<file path="config.mk">
export PLATFORM = sky130hd
export DESIGN_NAME = mem_arbiter_nch
export DESIGN_NICKNAME = d
export VERILOG_FILES = /design/src/rtl/mem_arbiter_nch.sv
export SDC_FILE = /design/constraint.sdc
export NUM_CORES = 1
export LEC_CHECK = 0
export CORE_MARGIN = 10
export CORE_UTILIZATION = 25
export CTS_CLUSTER_SIZE = 40
export DETAILED_ROUTE_END_ITERATION = 10
export PLACE_DENSITY = 0.81
export SETUP_SLACK_MARGIN = 0.3
export SYNTH_ARGS = -nofsm -noshare
export SYNTH_HDL_FRONTEND = slang
export SYNTH_SLANG_ARGS = --single-unit
export TNS_END_PERCENT = 5
</file>
<file path="constraint.sdc">
create_clock -name clk -period 2.5 [get_ports clk]
set_clock_uncertainty 0.05 [all_clocks]
set_input_delay 0.375 -clock clk [delete_from_list [all_inputs] [get_ports clk]]
set_output_delay 0.375 -clock clk [all_outputs]
set_load 0.01 [all_outputs]
</file>
<file path="src/rtl/mem_arbiter_nch.sv">
// mem_arbiter_nch: N-channel arbiter in front of one memory port.
//
// Each channel presents a request and its fields. One granted channel is forwarded
// combinationally to the memory port. Every accepted transaction pushes the
// granted channel index into an in-order tag FIFO. Every memory response pops the
// FIFO head and is routed to that channel.
//
// Build option:
//   ARB_RR_EN  defined   -> round-robin arbitration with a search-start pointer.
//              undefined -> fixed priority (lowest index wins), no pointer register.
//
// Ports:
//   clk, rst                  clock; synchronous active-high reset
//   ch_req/we/addr/wdata/wmask   per-channel request inputs (channel i at [i*W +: W])
//   ch_addr_ok                per-channel accept strobe
//   ch_data_ok                per-channel response strobe
//   ch_rdata                  response data broadcast to all channels
//   mem_req/we/addr/wdata/wmask  downstream request outputs
//   mem_addr_ok, mem_data_ok  downstream accept / response inputs
//   mem_rdata                 downstream read data
//   err_unexp                 sticky: response seen with nothing outstanding
module mem_arbiter_nch #(
  parameter int unsigned NCH  = 2,
  parameter int unsigned AW   = 32,
  parameter int unsigned DW   = 32,
  parameter int unsigned OUTS = 2
) (
  input  logic                  clk,
  input  logic                  rst,
  input  logic [NCH-1:0]        ch_req,
  input  logic [NCH-1:0]        ch_we,
  input  logic [NCH*AW-1:0]     ch_addr,
  input  logic [NCH*DW-1:0]     ch_wdata,
  input  logic [NCH*(DW/8)-1:0] ch_wmask,
  output logic [NCH-1:0]        ch_addr_ok,
  output logic [NCH-1:0]        ch_data_ok,
  output logic [DW-1:0]         ch_rdata,
  output logic                  mem_req,
  output logic                  mem_we,
  output logic [AW-1:0]         mem_addr,
  output logic [DW-1:0]         mem_wdata,
  output logic [DW/8-1:0]       mem_wmask,
  input  logic                  mem_addr_ok,
  input  logic                  mem_data_ok,
  input  logic [DW-1:0]         mem_rdata,
  output logic                  err_unexp
);

  localparam int unsigned MW = DW / 8;
  localparam int unsigned IW = (NCH > 1) ? $clog2(NCH) : 1;
  localparam int unsigned PW = (OUTS > 1) ? $clog2(OUTS) : 1;
  localparam int unsigned CW = $clog2(OUTS + 1);

  // Grant lock: holds the channel whose request is pending acceptance.
  logic          r_lock;
  logic [IW-1:0] r_lock_idx;

  // Tag FIFO of granted channel indices, in acceptance order.
  logic [IW-1:0] r_tag_mem [OUTS];
  logic [PW-1:0] r_wptr;
  logic [PW-1:0] r_rptr;
  logic [CW-1:0] r_cnt;
  logic          r_err;

`ifdef ARB_RR_EN
  // Index where the next search begins; reset to 0, moves past each accepted channel.
  logic [IW-1:0] r_rr_ptr;
`endif

  logic          w_arb_found;
  logic [IW-1:0] w_arb_idx;
  logic          w_lock_valid;
  logic          w_any;
  logic [IW-1:0] w_gnt_idx;
  logic [NCH-1:0] w_gnt;
  logic          w_full;
  logic          w_empty;
  logic          w_push;
  logic          w_pop;
  logic [IW-1:0] w_head;

  // Free arbitration among current requests.
  always_comb begin
    w_arb_found = 1'b0;
    w_arb_idx   = '0;
`ifdef ARB_RR_EN
    for (int k = 0; k < int'(NCH); k++) begin
      int idx;
      idx = (int'(r_rr_ptr) + k) % int'(NCH);
      if (!w_arb_found && ch_req[idx]) begin
        w_arb_found = 1'b1;
        w_arb_idx   = IW'(idx);
      end
    end
`else
    for (int k = 0; k < int'(NCH); k++) begin
      if (!w_arb_found && ch_req[k]) begin
        w_arb_found = 1'b1;
        w_arb_idx   = IW'(k);
      end
    end
`endif
  end

  // A lock only matters while its channel still requests; if that channel drops
  // its request, arbitration resumes rather than granting an idle channel.
  assign w_lock_valid = r_lock & ch_req[r_lock_idx];
  assign w_gnt_idx    = w_lock_valid ? r_lock_idx : w_arb_idx;
  assign w_any        = w_lock_valid | w_arb_found;

  assign w_full  = (r_cnt == CW'(OUTS));
  assign w_empty = (r_cnt == '0);

  // Fullness is judged at cycle start, so a same-cycle pop never unblocks a grant.
  assign mem_req = w_any & ~w_full & ~rst;
  assign w_push  = mem_req & mem_addr_ok;
  assign w_pop   = mem_data_ok & ~w_empty & ~rst;
  assign w_head  = r_tag_mem[r_rptr];

  always_comb begin
    w_gnt = '0;
    for (int i = 0; i < int'(NCH); i++) begin
      w_gnt[i] = mem_req & (w_gnt_idx == IW'(i));
    end
  end

  assign ch_addr_ok = w_gnt & {NCH{mem_addr_ok}};

  // Zero-latency field mux; all fields are zero when nothing is granted.
  always_comb begin
    mem_we    = 1'b0;
    mem_addr  = '0;
    mem_wdata = '0;
    mem_wmask = '0;
    for (int i = 0; i < int'(NCH); i++) begin
      if (w_gnt[i]) begin
        mem_we    = ch_we[i];
        mem_addr  = ch_addr[i*AW +: AW];
        mem_wdata = ch_wdata[i*DW +: DW];
        mem_wmask = ch_wmask[i*MW +: MW];
      end
    end
  end

  always_comb begin
    ch_data_ok = '0;
    for (int i = 0; i < int'(NCH); i++) begin
      ch_data_ok[i] = w_pop & (w_head == IW'(i));
    end
  end

  assign ch_rdata  = mem_rdata;
  assign err_unexp = r_err;

  // Control state.
  always_ff @(posedge clk) begin
    if (rst) begin
      r_lock     <= 1'b0;
      r_lock_idx <= '0;
      r_wptr     <= '0;
      r_rptr     <= '0;
      r_cnt      <= '0;
      r_err      <= 1'b0;
    end else begin
      // Lock while a presented request waits; it drops the cycle after acceptance.
      r_lock     <= mem_req & ~mem_addr_ok;
      r_lock_idx <= w_gnt_idx;

      if (w_push) begin
        r_wptr <= (r_wptr == PW'(OUTS - 1)) ? '0 : r_wptr + PW'(1);
      end
      if (w_pop) begin
        r_rptr <= (r_rptr == PW'(OUTS - 1)) ? '0 : r_rptr + PW'(1);
      end
      unique case ({w_push, w_pop})
        2'b10:   r_cnt <= r_cnt + CW'(1);
        2'b01:   r_cnt <= r_cnt - CW'(1);
        default: r_cnt <= r_cnt;
      endcase

      if (mem_data_ok && w_empty) begin
        r_err <= 1'b1;
      end
    end
  end

`ifdef ARB_RR_EN
  always_ff @(posedge clk) begin
    if (rst) begin
      r_rr_ptr <= '0;
    end else if (w_push) begin
      r_rr_ptr <= (w_gnt_idx == IW'(NCH - 1)) ? '0 : w_gnt_idx + IW'(1);
    end
  end
`endif

  // Tag storage needs no reset: entries are only read behind a non-zero count.
  always_ff @(posedge clk) begin
    if (w_push) begin
      r_tag_mem[r_wptr] <= w_gnt_idx;
    end
  end

endmodule

</file>
==> metrics <==
fin util=0.507; sequential fraction of the synthesis area=0.111; CTS tree=yes; measured slew at the worst slew-check pin=~0.44 ns; Final Hold Viols=0; Post-synth top cells=nand3_1 (138), a21oi_1 (71), buf_4 (43), clkbuf_1 (13), nor2_1 (13); Synth Area in XOR/XNOR=0.0132; Clock Latency Late Sink=about 0.24 ns; Layout area overhead=97.2%; most numerous cell in the Yosys netlist=nand3_1; total gr overflow=0; RSZ-0062 raised after global routing=yes; top cell type's share of synthesized area=0.347; htree depth=1; number of global-route vias before repair=2895; Post-CTS Setup Bufs=0; Post-synth EDFFs=2; via count=3069; Total Wirelength=11100 um; largest net degree at the start of global routing=46; core area=~7700 um^2; maxcap violations=0; Tcrit/Tclk final=0.921; die extent in x=~110 um; area of the mapped netlist=just under 2000 um^2; clk buf depth=2; Net count, final=669; final non-filler cell total=593; DRC Markers=0; largest family of logic cells by synthesized area=simple AND/OR/NAND/NOR gates; GPL Wtd Cong=about 0.86; reg-to-reg slack, setup=~0.53 ns; Hold Crit Depth=2; hold path startpoint=err_unexp; initial antenna violation count=0; fraction of the mapped netlist area in compound gates=0.203; adder-cell share of the synthesized area=0.00629; row count=32; Yosys reg bits=10; pwr/cell area=255 nW/um^2; CTS sink count=10; clock slew at reported path FFs=around 0.05 ns; FMAX=approximately 0.43 GHz; crit path DAT=~1.9 ns; endpoint class of the critical path=output pin; Slew Limit Fails=0; number of vias per cell=5.18; IO Count=approximately 280; Max VDD drop=between 0.0002 and 0.00025 V; mux contribution to synthesized area=0; setup TNS=0 ns; Post-synth top flop=dfxtp_1; final setup violation count=0; 1st-pass router iterations=4; Starting Density=0.257; total global-route track usage=0.160; leakage power=approximately 1.9 nW; I/O Buffers=roughly 220; Starting DRT DRC Count=about 150; async set-reset flop share out of synthesis=0; placed cells=589; status=complete, no violations; Setup Crit Path Kind=in -> out; Hold Crit Endpoint=err_unexp; CP max FO=3; Synth cell types=29; WP data required=approximately 2.1 ns; worst hold slack=0.414 ns; Power Total=around 1000 uW; WL/cell=~19 um; largest cells by area after synthesis=nand3_1 (35%), a21oi_1 (18%), buf_4 (16%); post-route ant nets=0; R2R cell count=7; type of the worst min-delay path=reg -> reg; Filler Cells Inserted=between 700 and 800; area leader, netlist=nand3_1; Tmin final=approximately 2.3 ns; Synth Area in Simple Gates=0.407; CTS Buf Count=3; worst r2r src=r_cnt[0]; first-pass GRT wire length=15700 um; endpoint of the worst-slack reg-to-reg timing path=r_cnt[1]; Slew HR=0.703; Mapped Cells=between 300 and 400; CP startpoint kind=primary input; DPL Wire Length=9040 um; Ys Warns=0; Antenna diodes=0; syn_area_per_cell=roughly 6 um^2; Die H=around 110 um; Post-Syn Nets=about 500; die footprint=11900 um^2; share of cells above drive strength 1=0.126; CTS Root Cell=clkbuf_8
-- cell type report --
class / count / area, um^2 / area share
Tap cell: 102 / 128 / 0.0325
Clock buffer: 3 / 41.3 / 0.0105
Sequential cell: 10 / 220 / 0.0562
Timing Repair Buffer: 231 / 2250 / 0.573
Clock inverter: 1 / 3.75 / 0.000957
Inverter: 3 / 11.3 / 0.00287
Multi-Input combinational cell: 243 / 1270 / 0.324
-- worst max-delay path, cell delays in order --
cell             delay, ns
clkdlybuf4s50_1       0.48
o21ai_0               0.17
nor2_1                0.17
o21a_1                0.14
clkdlybuf4s50_1       0.54
-- timing repair --
item	in CTS	in global routing
resized for setup	51	96
hold buffers	0	0
endpoints found under the setup margin	74	74
pin swaps	0	2
endpoints found under the hold margin	0	0
-- kinds of logic (layout without fill, tap and decap cells) --
kind of cell / count (synthesis) / count (layout)
AND/OR/NAND/NOR: 161 / 161
adder cells (fa/ha/maj): 1 / 1
buffers and inverters: 76 / 238
flip-flops: 10 / 10
XOR/XNOR: 3 / 3
AO/OA/AOI/OAI: 78 / 78
-- cells in the final DEF (no fill, tap or decap), types with 2 or more instances in the layout --
cell and n:
inv_1 2, buf_4 6, a21oi_2 2, clkbuf_2 32, nor2_1 13, dlygate4sd2_1 12
buf_2 3, clkdlybuf4s50_1 143, a21oi_1 69, dlymetal6s2s_1 27, o21ai_0 2, edfxtp_1 2
clkbuf_8 3, nand3_1 138, nor2b_1 2, dfxtp_1 8, o21ai_2 2, xor2_1 2
buf_12 7
-- power by group --
group / total, mW / switching, mW / leakage, nW / internal, mW
Clock: 0.175 / 0.0669 / 0.0231 / 0.108
Sequential: 0.189 / 0.0101 / 0.0844 / 0.179
Combinational: 0.636 / 0.268 / 1.83 / 0.368
Total: 1.00 / 0.345 / 1.94 / 0.655
-- through the flow --
stage | worst slack, ns | area (um^2)
floorplan | 0.540 | 1990
global placement | -0.0694 | 3970
detailed placement | -0.0848 | 3970
CTS | 0.0237 | 3960
global route | 0.128 | 3920
finish | 0.197 | 3920
-- sequential cells by signal, indices dropped and copies added, names as in the netlist, named ones only --
name / cells
err_unexp: 1
r_cnt: 2
r_lock: 1
r_lock_idx: 1
r_rptr: 1
r_tag_mem: 2
r_wptr: 1
-- routing by layer --
layer / share of wire / GRT usage / up-vias
met2: 0.51 / 0.285 / 193
met5: 0 / 0 / -
li1: - / - / 1464
met1: 0.35 / 0.171 / 1408
met4: 0.0032 / 0.0242 / 0
met3: 0.14 / 0.0791 / 4
-- how the worst max path moves through the flow --
| stage | startpoint | end | slack [ns] | depth (start not counted) |
|---|---|---|---|---|
| 6_report | mem_data_ok | ch_data_ok[1] | 0.20 | 5 |
| 5_1_grt | mem_data_ok | ch_data_ok[1] | 0.13 | 5 |
| 4_1_cts | rst | mem_wmask[3] | 0.02 | 5 |
| 3_5_place_dp | rst | mem_wdata[19] | -0.08 | 5 |
| 3_3_place_gp | rst | mem_wdata[19] | -0.07 | 5 |
| 2_1_floorplan | rst | r_cnt[1] | 0.54 | 6 |
Power figures use the tool's default switching activity.
